===== config.mk =====
export PLATFORM = sky130hd
export DESIGN_NAME = gpp_apb_arbiter
export DESIGN_NICKNAME = d
export VERILOG_FILES = /design/src/rtl/gpp_apb_arbiter.sv
export SDC_FILE = /design/constraint.sdc
export NUM_CORES = 1
export LEC_CHECK = 0
export ABC_AREA = 1
export BUFFER_PORTS_ARGS = -buffer_cell sky130_fd_sc_hd__buf_2
export CELL_PAD_IN_SITES_DETAIL_PLACEMENT = 1
export CELL_PAD_IN_SITES_GLOBAL_PLACEMENT = 1
export CORE_MARGIN = 2
export CORE_UTILIZATION = 27
export DETAILED_ROUTE_END_ITERATION = 8
export PLACE_DENSITY = 0.84
export SYNTH_ARGS = -nofsm -noshare
export SYNTH_HDL_FRONTEND = slang
export SYNTH_SLANG_ARGS = --single-unit

===== constraint.sdc =====
create_clock -name HCLK_i -period 1.65 [get_ports HCLK_i]
set_clock_uncertainty 0.2 [all_clocks]
set_input_delay 0.0825 -clock HCLK_i [delete_from_list [all_inputs] [get_ports HCLK_i]]
set_output_delay 0.0825 -clock HCLK_i [all_outputs]
set_load 0.01 [all_outputs]

===== src/rtl/gpp_apb_arbiter.sv =====
// Two-requester APB master for the GPP register-file slave.
// Round-robin arbitration, SETUP/ACCESS sequencing, a mandatory PSEL-low
// gap after every transfer, and a wait-state timeout that aborts with err=1.
module gpp_apb_arbiter #(
   parameter int unsigned APB_ADDR_WIDTH = 12,
   parameter int unsigned TIMEOUT        = 16
) (
   input  logic                      HCLK_i,
   input  logic                      HRESET_i,
   // requester side
   input  logic [1:0]                req_i,
   input  logic [APB_ADDR_WIDTH-1:0] req0_addr_i,
   input  logic [APB_ADDR_WIDTH-1:0] req1_addr_i,
   input  logic [31:0]               req0_wdata_i,
   input  logic [31:0]               req1_wdata_i,
   input  logic                      req0_write_i,
   input  logic                      req1_write_i,
   output logic [1:0]                done_o,
   output logic [31:0]               rdata_o,
   output logic                      err_o,
   output logic                      busy_o,
   // APB master side
   output logic [APB_ADDR_WIDTH-1:0] PADDR_o,
   output logic [31:0]               PWDATA_o,
   output logic                      PWRITE_o,
   output logic                      PSEL_o,
   output logic                      PENABLE_o,
   input  logic [31:0]               PRDATA_i,
   input  logic                      PREADY_i,
   input  logic                      PSLVERR_i
);

   typedef enum logic [1:0] {StIdle, StSetup, StAccess, StResp} state_e;

   state_e                    state_q, state_d;
   logic                      grant_q, grant_d;
   logic                      last_q, last_d;
   logic [APB_ADDR_WIDTH-1:0] paddr_q, paddr_d;
   logic [31:0]               pwdata_q, pwdata_d;
   logic                      pwrite_q, pwrite_d;
   logic [7:0]                cnt_q, cnt_d;
   logic [31:0]               rdata_q, rdata_d;
   logic                      err_q, err_d;
   logic                      pick;
   logic                      timeout_hit;

   // On a tie the requester not granted last time wins; otherwise the lone requester.
   assign pick = (req_i == 2'b11) ? ~last_q : req_i[1];

   // Counter holds the number of stalled ACCESS cycles already seen.
   assign timeout_hit = (cnt_q == 8'(TIMEOUT - 1));

   // Next-state, grant capture and response capture.
   always_comb begin
      state_d  = state_q;
      grant_d  = grant_q;
      last_d   = last_q;
      paddr_d  = paddr_q;
      pwdata_d = pwdata_q;
      pwrite_d = pwrite_q;
      cnt_d    = cnt_q;
      rdata_d  = rdata_q;
      err_d    = err_q;
      unique case (state_q)
         StIdle: begin
            if (|req_i) begin
               state_d = StSetup;
               grant_d = pick;
               last_d  = pick;
               if (pick) begin
                  paddr_d  = req1_addr_i;
                  pwdata_d = req1_wdata_i;
                  pwrite_d = req1_write_i;
               end else begin
                  paddr_d  = req0_addr_i;
                  pwdata_d = req0_wdata_i;
                  pwrite_d = req0_write_i;
               end
            end
         end
         StSetup: begin
            state_d = StAccess;
            cnt_d   = '0;
         end
         StAccess: begin
            if (PREADY_i) begin
               state_d = StResp;
               err_d   = PSLVERR_i;
               if (!pwrite_q) begin
                  rdata_d = PRDATA_i;
               end
            end else if (timeout_hit) begin
               state_d = StResp;
               err_d   = 1'b1;
               if (!pwrite_q) begin
                  rdata_d = '0;
               end
            end else begin
               cnt_d = cnt_q + 8'd1;
            end
         end
         StResp: begin
            state_d = StIdle;
         end
         default: begin
            state_d = StIdle;
         end
      endcase
   end

   // State and datapath registers; synchronous reset favours requester 0 next.
   always_ff @(posedge HCLK_i) begin
      if (HRESET_i) begin
         state_q  <= StIdle;
         grant_q  <= 1'b0;
         last_q   <= 1'b1;
         paddr_q  <= '0;
         pwdata_q <= '0;
         pwrite_q <= 1'b0;
         cnt_q    <= '0;
         rdata_q  <= '0;
         err_q    <= 1'b0;
      end else begin
         state_q  <= state_d;
         grant_q  <= grant_d;
         last_q   <= last_d;
         paddr_q  <= paddr_d;
         pwdata_q <= pwdata_d;
         pwrite_q <= pwrite_d;
         cnt_q    <= cnt_d;
         rdata_q  <= rdata_d;
         err_q    <= err_d;
      end
   end

   // Outputs decode registered state only, so no input reaches an output combinationally.
   always_comb begin
      PSEL_o    = (state_q == StSetup) || (state_q == StAccess);
      PENABLE_o = (state_q == StAccess);
      busy_o    = (state_q != StIdle);
      done_o    = 2'b00;
      if (state_q == StResp) begin
         done_o = grant_q ? 2'b10 : 2'b01;
      end
      PADDR_o   = paddr_q;
      PWDATA_o  = pwdata_q;
      PWRITE_o  = pwrite_q;
      rdata_o   = rdata_q;
      err_o     = err_q;
   end

endmodule


==> metrics.txt, run 1 <==
status=finished, violations left; failing checks=setup timing; RSZ-0062 raised after global routing=yes; Avg Cell Area, Syn=6.901 um2; routed wl met2=11,290 um; fin crit share=107.7%; Synthesized Nets=718; remaining antenna violation count after routing=0; # diodes=0; cell taking the most area after synthesis=dfxtp_1; Cells after Synth=586; final number of setup-violating endpoints=34; IO buf count=210; depth of the CTS H-tree=3; finished layout cell area=7695 um2; Met3 Wirelength=1483 um; Hold Violations, Final=0; Final Routed Wirelength=21,730 um; Period minus WS final=1778 ps; drt pass-1 iters=4; nets=1,080; fin. max-slew vios=0; CP required=1680 ps; Clk pin slew, worst setup/hold paths=70 ps; Power Density=1346 nW/um2; site row count=44; CP arrival=1810 ps; max cap viols=0; Ports=211; core footprint=14,590 um2; Synth top area share=44.55%; most frequent CP cell=nand3_4; top routing layer in use=met4; synth unique cells=21; ratio of cells with drive above 1 in the final layout=35.68%; max frequency=562.6 MHz; Worst-Skew Late Latency=350 ps; DR WL/cell=19.11 um; clk sink count=90; relative slew slack=72.49%; detailed-route DRC error count=0; Least-Margin Pin Slew=412.7 ps; Initial Util=27.72%; Metal-1 WL=8340 um; Critical Path Slowest Stage Cell=dfxtp_2; slack of the critical path=-127.6 ps; dpl hpwl=9779 um; pre-CTS WS=-49.57 ps; Crit Path Category=reg2reg; CP max stage delay=350 ps; total track usage=23.85%; chip height=126.4 um; Syn-to-layout area delta=90.28%; width of the die=126.4 um; largest net degree at the start of global routing=68; total global routing overflow=0; Critical Path Start Type=flip-flop; initial antenna violation count=0; clock buffer depth=2; Clock Tree Root=clkbuf_16; top post-synthesis cells by area=dfxtp_1 45%, nand2_1 18%, a31oi_1 7.1%; vias in the first global route=5,923; Initial DRC Count=376; TritonCTS buffer count=9; final setup TNS=-1218 ps; Seq/Total Area, Yosys=44.55%; Max VDD drop=596.3 uV; Final Core Density=52.74%; total die area=15,970 um2; Via density=4.993; Max FO, Critical Path=16; first-pass GRT wire length=30,370 um; FF+latch count, synth=90; Post-Syn Area=4044 um2; dpl cell area=5390 um2; detailed-route via count=5,677; Hold WC Path Type=in2reg; GP Congestion=0.8091; Leak=3.756 nW; crit path capture type=flip-flop; crit-path cells=ha_4 > nand3_4 > o21bai_4 > nand3_4 > buf_4 > buf_16 > a21oi_1 > nor2_1; Synth Warn #=0; TritonCTS clock tree=yes
routing by layer:
| layer | GRT usage (%) | up-vias |
|---|---|---|
| met5 | 0 | - |
| met4 | 10.73 | 0 |
| met3 | 6.326 | 51 |
| met2 | 42.25 | 274 |
| met1 | 26.74 | 2736 |
| li1 | - | 2616 |
where the power goes:
group	internal [W]	switching [W]	total, W	leakage [nW]
Combinational	0.00246	0.00274	0.00520	2.88
Clock	0.00115	0.000884	0.00203	0.136
Sequential	0.00276	0.000368	0.00312	0.742
Total	0.00636	0.00399	0.0104	3.76
layout by cell type, fill, tap and decap left out, types with 4 or more instances in the layout:
cell type      synthesis  final
nand2_2                0     17
o21ai_1                7     15
nor2_1                49     41
buf_12                 0     10
inv_2                  2      4
buf_2                 14    210
dfxtp_2                0      6
dfxtp_1               90     83
inv_1                 55     52
nand3_1               10      9
dlygate4sd3_1          0    126
nor2_2                 2      9
nand4_1                5      5
clkbuf_16              0     17
a31oi_1               46     43
a21oi_2                0     10
o21ai_0               40     32
buf_4                  0     25
nand2_1              193    173
a21oi_1               40     29
flip-flops by register name (all words and copies together), names as in the netlist:
name and cells:
state_q 2, last_q 1, rdata_o 32, PADDR_o 12
grant_q 1, PWRITE_o 1, err_o 1, cnt_q 8
PWDATA_o 32
Yosys cell counts (all sizes together):
cell      n
a31oi    46
a21oi    41
dfxtp    90
inv      57
nand2   193
buf      17
o211ai    1
clkbuf   21
nand3    12
o21ai    47
o21bai    1
nand4     5
nor2     51
ha        4
layout make-up:
class	instances	area, um2
Tap cell	184	230.2
Clock inverter	1	7.507
Inverter	57	216.5
Clock buffer	15	277.8
Sequential cell	90	1813
Multi-Input combinational cell	402	2071
Timing Repair Buffer	388	3079
Fill cell	1782	6894
per-stage QoR:
step,cells,hold WS [ps],total power [W]
6_report,1137,84.84,0.01036
5_1_grt,1137,125.4,0.01091
4_1_cts,1116,6.910,0.008863
3_5_place_dp,965,123.1,0.006283
3_3_place_gp,965,113.7,0.006182
2_1_floorplan,586,-48.43,0.004945
worst paths after layout:
check	from	endpoint	slack, ps	cells after the start
setup / recovery	cnt_q[1]$_SDFFE_PP0P_	rdata_o[14]$_SDFFE_PP0P_	-130	8
hold reg to reg	last_q$_SDFFE_PP1P_	last_q$_SDFFE_PP1P_	300	2
hold / removal	req_i[0]	state_q[1]$_SDFFE_PP0P_	80	5
setup reg to reg	cnt_q[1]$_SDFFE_PP0P_	rdata_o[14]$_SDFFE_PP0P_	-130	8
repair_timing:
action | CTS | global route
hold buffers | 126 | 0
setup buffers | 5 | 11
gates cloned | 4 | 11
endpoints found under the hold margin | 82 | 0
resized for setup | 25 | 64
pin swaps | 7 | 6
endpoints found under the setup margin | 42 | 88
cell families (layout without fill, tap and decap cells):
logic type	Yosys count	in the layout	share of synthesized area (%)
compound gates	136	136	18.94
fa+ha+maj	4	4	1.238
buf+inv	95	461	9.808
flops	90	90	44.55
simple gates	261	262	25.46
worst max-delay path, delay by kind of cell, from the launching register on:
kind | cells | cell delay, ps
flip-flops | 1 | 350
buffers and inverters | 2 | 320
adder cells (fa/ha/maj) | 1 | 160
AO/OA/AOI/OAI | 2 | 340
AND/OR/NAND/NOR | 3 | 290
No activity file was read; power rests on OpenSTA's default activity.
==> run 2, diff against run 1 <==
--- a/config.mk
+++ b/config.mk
@@ -9,10 +9,13 @@
 export BUFFER_PORTS_ARGS = -buffer_cell sky130_fd_sc_hd__buf_2
 export CELL_PAD_IN_SITES_DETAIL_PLACEMENT = 1
 export CELL_PAD_IN_SITES_GLOBAL_PLACEMENT = 1
+export CORE_ASPECT_RATIO = 0.6
 export CORE_MARGIN = 2
 export CORE_UTILIZATION = 27
 export DETAILED_ROUTE_END_ITERATION = 8
+export GPL_TIMING_DRIVEN = 0
 export PLACE_DENSITY = 0.84
+export SKIP_CTS_REPAIR_TIMING = 1
 export SYNTH_ARGS = -nofsm -noshare
 export SYNTH_HDL_FRONTEND = slang
 export SYNTH_SLANG_ARGS = --single-unit
==> run 2 against run 1 <==
Effect of this change:
- routed wire length rose by 11%
- clock power grew 9%
- the run still ends with setup timing left
- critical path type unchanged
- cell count is 2.3% higher
- register-to-register slack got worse by 70 ps
- flip-flop and latch count did not move
- design area grew 2.6%
- global-route usage fell by 4.9 points
- critical path depth down 1
- core utilization up 1.5 points
- hold slack improved by 3.8 ps
- first-iteration DRC count fell by 17%
==> metrics.txt, run 2 (same netlist as run 1, synthesis figures left out) <==
Final Total Pwr=0.01091 W; Max VDD drop=590.3 uV; finished layout cell area=7896 um2; Critical Path Start Type=flip-flop; CP max stage delay=380 ps; vias in the first global route=4,907; Via density=5.029; Worst-Skew Late Latency=340 ps; CP arrival=1880 ps; GP Congestion=0.8468; clk sink count=90; cell internal pwr=0.006490 W; Max FO, Critical Path=5; reg2reg path depth=7; TritonCTS clock tree=yes; clock buffer depth=2; site row count=34; IO buf count=209; Ports=211; depth of the CTS H-tree=3; dpl hpwl=11,660 um; largest net degree at the start of global routing=17; fin crit share=112.3%; Hold WS=88.63 ps; Clk pin slew, worst setup/hold paths=70 ps; crit path capture type=flip-flop; Leak=3.795 nW; width of the die=162.0 um; initial antenna violation count=0; CP Buf/Inv Count=1; Least-Margin Pin Slew=784.4 ps; fin. max-slew vios=0; Switch Pwr=0.004422 W; total global routing overflow=0; ratio of cells with drive above 1 in the final layout=39.48%; Syn-to-layout area delta=95.27%; commonest non-fill, non-tap cell in the layout=buf_2; total die area=16,000 um2; hold path depth=5; Power Density=1382 nW/um2; Hold WC Path Type=in2reg; core footprint=14,550 um2; status=finished, violations left; nets=1,092; Period minus WS final=1852 ps; Levels on crit path=7; RSZ-0062 raised after global routing=yes; final number of setup-violating endpoints=82; detailed-route DRC error count=0; dpl cell area=5339 um2; Clock Tree Root=clkbuf_16; total track usage=18.95%; Final Core Density=54.27%; Logic pwr share=50.2%; drt pass-1 iters=4; TritonCTS buffer count=9; detailed-route via count=5,849; chip height=98.80 um; failing checks=setup timing; Hold Violations, Final=0; commonest cells after routing, fill and taps aside=217 x buf_2, 177 x nand2_1, 124 x dlygate4sd3_1; first-pass GRT wire length=24,450 um; clock share of power=20.4%; Crit path max-delay family=simple AND/OR/NAND/NOR gates; slack of the critical path=-202.3 ps; DR WL/cell=20.65 um; Initial Util=27.79%; CP required=1680 ps; number of fillers in the final layout=1,796; Sw Ratio=40.53%; Final Routed Wirelength=24,010 um; max cap viols=0; Crit Path Category=reg2reg; relative slew slack=47.71%; Initial DRC Count=312; max frequency=539.9 MHz; Critical Path Slowest Stage Cell=dfxtp_1; crit-path cells=nor2_4 > nand2_2 > o21bai_4 > nand3_4 > clkbuf_16 > a21oi_1 > nor2_1; sequential power share=29.4%; # diodes=0; pre-CTS WS=-301.8 ps; remaining antenna violation count after routing=0
[run 2: changes by cell type in the layout (fill, tap and decap cells not counted), moves of 9 or more]
cell     previous run  this run
a21oi_1            29        17
a21oi_2            10        19
buf_4              25        15
o21ai_0            32         5
o21ai_2             0        29
[run 2: worst paths after layout]
kind / start / to / slack [ps]
worst max-delay path: cnt_q[5]$_SDFFE_PP0P_ / rdata_o[5]$_SDFFE_PP0P_ / -200
worst min-delay path: req_i[0] / state_q[0]$_SDFFE_PP0P_ / 90
worst max register to register: cnt_q[5]$_SDFFE_PP0P_ / rdata_o[5]$_SDFFE_PP0P_ / -200
worst min register to register: grant_q$_SDFFE_PP0P_ / grant_q$_SDFFE_PP0P_ / 300
[run 2: tightest hold or removal path, stage by stage]
cell	delay, ps
buf_2	100
inv_1	80
nand3_1	140
nand2_2	80
a21oi_1	110
[run 2: area by class of cell]
class | count | area [um2] | share of cell area (%)
timing repair buffer | 361 | 2721 | 34.46
inverter | 57 | 227.7 | 2.884
sequential | 90 | 1821 | 23.06
multi-input combinational | 404 | 2263 | 28.66
clock buffer | 10 | 239.0 | 3.026
clock inverter | 6 | 71.32 | 0.9032
tap | 198 | 247.7 | 3.137
buffer | 37 | 305.3 | 3.866
[run 2: per-stage QoR]
| step | TNS [ps] | instances |
|---|---|---|
| floorplan | 0 | 586 |
| global placement | -12970 | 993 |
| detailed placement | -16880 | 993 |
| CTS | -17370 | 1009 |
| global route | -13820 | 1163 |
| finish | -9154 | 1163 |
[run 2: layer usage]
layer	up-vias	wire, um	GRT usage (%)
li1	2648	-	-
met1	2841	9938	25.24
met2	287	11770	30.15
met3	73	1463	4.882
met4	0	846	6.059
met5	-	0	0
[run 2: power by group through the flow]
stage | logic [W] | registers [W] | clock network, W
5_1_grt | 0.00582 | 0.00326 | 0.00232
2_1_floorplan | 0.00166 | 0.00328 | 0
4_1_cts | 0.00319 | 0.00304 | 0.00223
3_5_place_dp | 0.00318 | 0.00308 | 0
6_report | 0.00548 | 0.00321 | 0.00222
3_3_place_gp | 0.00311 | 0.00305 | 0
==> run 3, diff against run 2 <==
--- a/config.mk
+++ b/config.mk
@@ -9,12 +9,12 @@
 export BUFFER_PORTS_ARGS = -buffer_cell sky130_fd_sc_hd__buf_2
 export CELL_PAD_IN_SITES_DETAIL_PLACEMENT = 1
 export CELL_PAD_IN_SITES_GLOBAL_PLACEMENT = 1
-export CORE_ASPECT_RATIO = 0.6
+export CORE_ASPECT_RATIO = 0.9
 export CORE_MARGIN = 2
-export CORE_UTILIZATION = 27
+export CORE_UTILIZATION = 30
 export DETAILED_ROUTE_END_ITERATION = 8
 export GPL_TIMING_DRIVEN = 0
-export PLACE_DENSITY = 0.84
+export PLACE_DENSITY_LB_ADDON = 0.1
 export SKIP_CTS_REPAIR_TIMING = 1
 export SYNTH_ARGS = -nofsm -noshare
 export SYNTH_HDL_FRONTEND = slang
==> constraint.sdc (replaced) <==
create_clock -name HCLK_i -period 2.2 [get_ports HCLK_i]
set_clock_uncertainty 0.2 [all_clocks]
set_input_delay 0.11 -clock HCLK_i [delete_from_list [all_inputs] [get_ports HCLK_i]]
set_output_delay 0.11 -clock HCLK_i [all_outputs]
set_load 0.01 [all_outputs]
==> run 3 against run 2 <==
Effect of this change:
- the run now ends clean
- critical path type unchanged
- cell count decreased by 5.2%
- sequential share of layout area increased by 3.3 points
- sequential power decreased by 28%
- clock power decreased by 27%
- power decreased by 40%
- non-clock buffer count decreased by 27
- largest cell class unchanged
- fmax decreased by 8.1%
==> metrics.txt, run 3 (same netlist as run 1, synthesis figures left out) <==
site row count=40; crit path capture type=flip-flop; Leak=3.441 nW; Sw Ratio=38.53%; CP startpoint=state_q[0]$_SDFFE_PP0P_; remaining antenna violation count after routing=0; # diodes=0; number of fillers in the final layout=1,724; fin crit share=91.57%; max cap viols=0; Clock Tree Root=clkbuf_16; CP required=2200 ps; width of the die=126.4 um; first-pass GRT wire length=23,740 um; crit path capture=PADDR_o[11]$_SDFFE_PP0P_; sequential power share=35.2%; chip height=114.1 um; TritonCTS buffer count=9; GP Congestion=0.8349; final number of setup-violating endpoints=0; clock buffer depth=2; Ports=211; Critical Path Start Type=flip-flop; vias in the first global route=4,846; Period minus WS final=2015 ps; Logic pwr share=40.1%; drt pass-1 iters=4; Max VDD drop=403.3 uV; Crit Path Category=reg2reg; detailed-route via count=5,263; Syn-to-layout area delta=69.24%; Least-Margin Pin Slew=510.7 ps; Clk pin slew, worst setup/hold paths=60 ps; core footprint=13,260 um2; total global routing overflow=0; fin. max-slew vios=0; largest net degree at the start of global routing=14; commonest non-fill, non-tap cell in the layout=buf_2; dpl hpwl=11,430 um; Final Routed Wirelength=18,130 um; detailed-route DRC error count=0; clk sink count=90; DR WL/cell=16.44 um; TritonCTS clock tree=yes; clock share of power=24.7%; Final Total Pwr=0.006524 W; ratio of cells with drive above 1 in the final layout=26.74%; total track usage=20.65%; Power Density=953.3 nW/um2; status=finished clean; RR Startpoint=state_q[0]$_SDFFE_PP0P_; relative slew slack=65.95%; IO buf count=209; cell internal pwr=0.004010 W; max frequency=496.4 MHz; final setup TNS=0 ps; Via density=4.772; Max FO, Critical Path=10; commonest cells after routing, fill and taps aside=223 x buf_2, 193 x nand2_1, 124 x dlygate4sd3_1; reg-to-reg slack, setup=190 ps; RSZ-0062 raised after global routing=no; Initial Util=30.49%; initial antenna violation count=0; Hold WC Path Type=in2reg; Hold Violations, Final=0; total die area=14,430 um2; nets=1,062; worst reg2reg path endpoint=PADDR_o[11]$_SDFFE_PP0P_; CP arrival=2010 ps; Initial DRC Count=219; Worst-Skew Late Latency=350 ps; reg2reg path depth=6; depth of the CTS H-tree=3; Switch Pwr=0.002514 W
[run 3: layout make-up]
class	instances	area, um2	share of cell area [%]
repair buffers	333	2287	33.42
multi-input cells	401	1846	26.97
flip-flops and latches	90	1802	26.33
clock buffers	14	264.0	3.857
inverters	57	214.0	3.126
well taps	168	210.2	3.071
plain buffers	38	186.4	2.724
clock inverters	2	35.03	0.5119
[run 3: power by group through the flow]
stage                     clock network [W]  registers, W  logic, W
final                               0.00161       0.00230   0.00262
after global placement                    0       0.00229   0.00233
after CTS                           0.00164       0.00229   0.00241
after global routing                0.00170       0.00235   0.00294
after floorplan                           0       0.00246   0.00124
after detailed placement                  0       0.00231   0.00240
[run 3: stage by stage]
step	std cells	instance area [um2]	utilization [%]	setup slack, ps	hold slack, ps
6_report	1103	6844	51.60	185.4	27.09
5_1_grt	1103	6844	51.60	29.74	80.35
4_1_cts	979	5599	42.22	158.4	-218.8
3_5_place_dp	963	5300	39.96	153.5	151.7
3_3_place_gp	963	5300	39.96	273.6	141.1
2_1_floorplan	586	4044	-	519.2	-20.93
[run 3: worst min-delay path by stage]
stage	slack [ps]	to	depth (start not counted)	start
finish	30	rdata_o[31]$_SDFFE_PP0P_	3	PREADY_i
global route	80	rdata_o[31]$_SDFFE_PP0P_	3	PREADY_i
global placement	140	rdata_o[23]$_SDFFE_PP0P_	3	PRDATA_i[23]
detailed placement	150	rdata_o[22]$_SDFFE_PP0P_	3	PRDATA_i[22]
floorplan	-20	cnt_q[1]$_SDFFE_PP0P_	1	HRESET_i
CTS	-220	rdata_o[22]$_SDFFE_PP0P_	3	PRDATA_i[22]
[run 3: layer usage]
layer,wire length (um),global-route usage [%]
met1,7459,24.56
met2,8918,33.87
met3,1116,6.589
met4,635,9.963
met5,0,0
[run 3: critical path, cell delays in order, from the launching register on]
cell,delay (ps)
dfxtp_1,320
inv_1,100
ha_1,270
inv_2,80
a21oi_4,280
clkbuf_1,420
a31oi_1,180
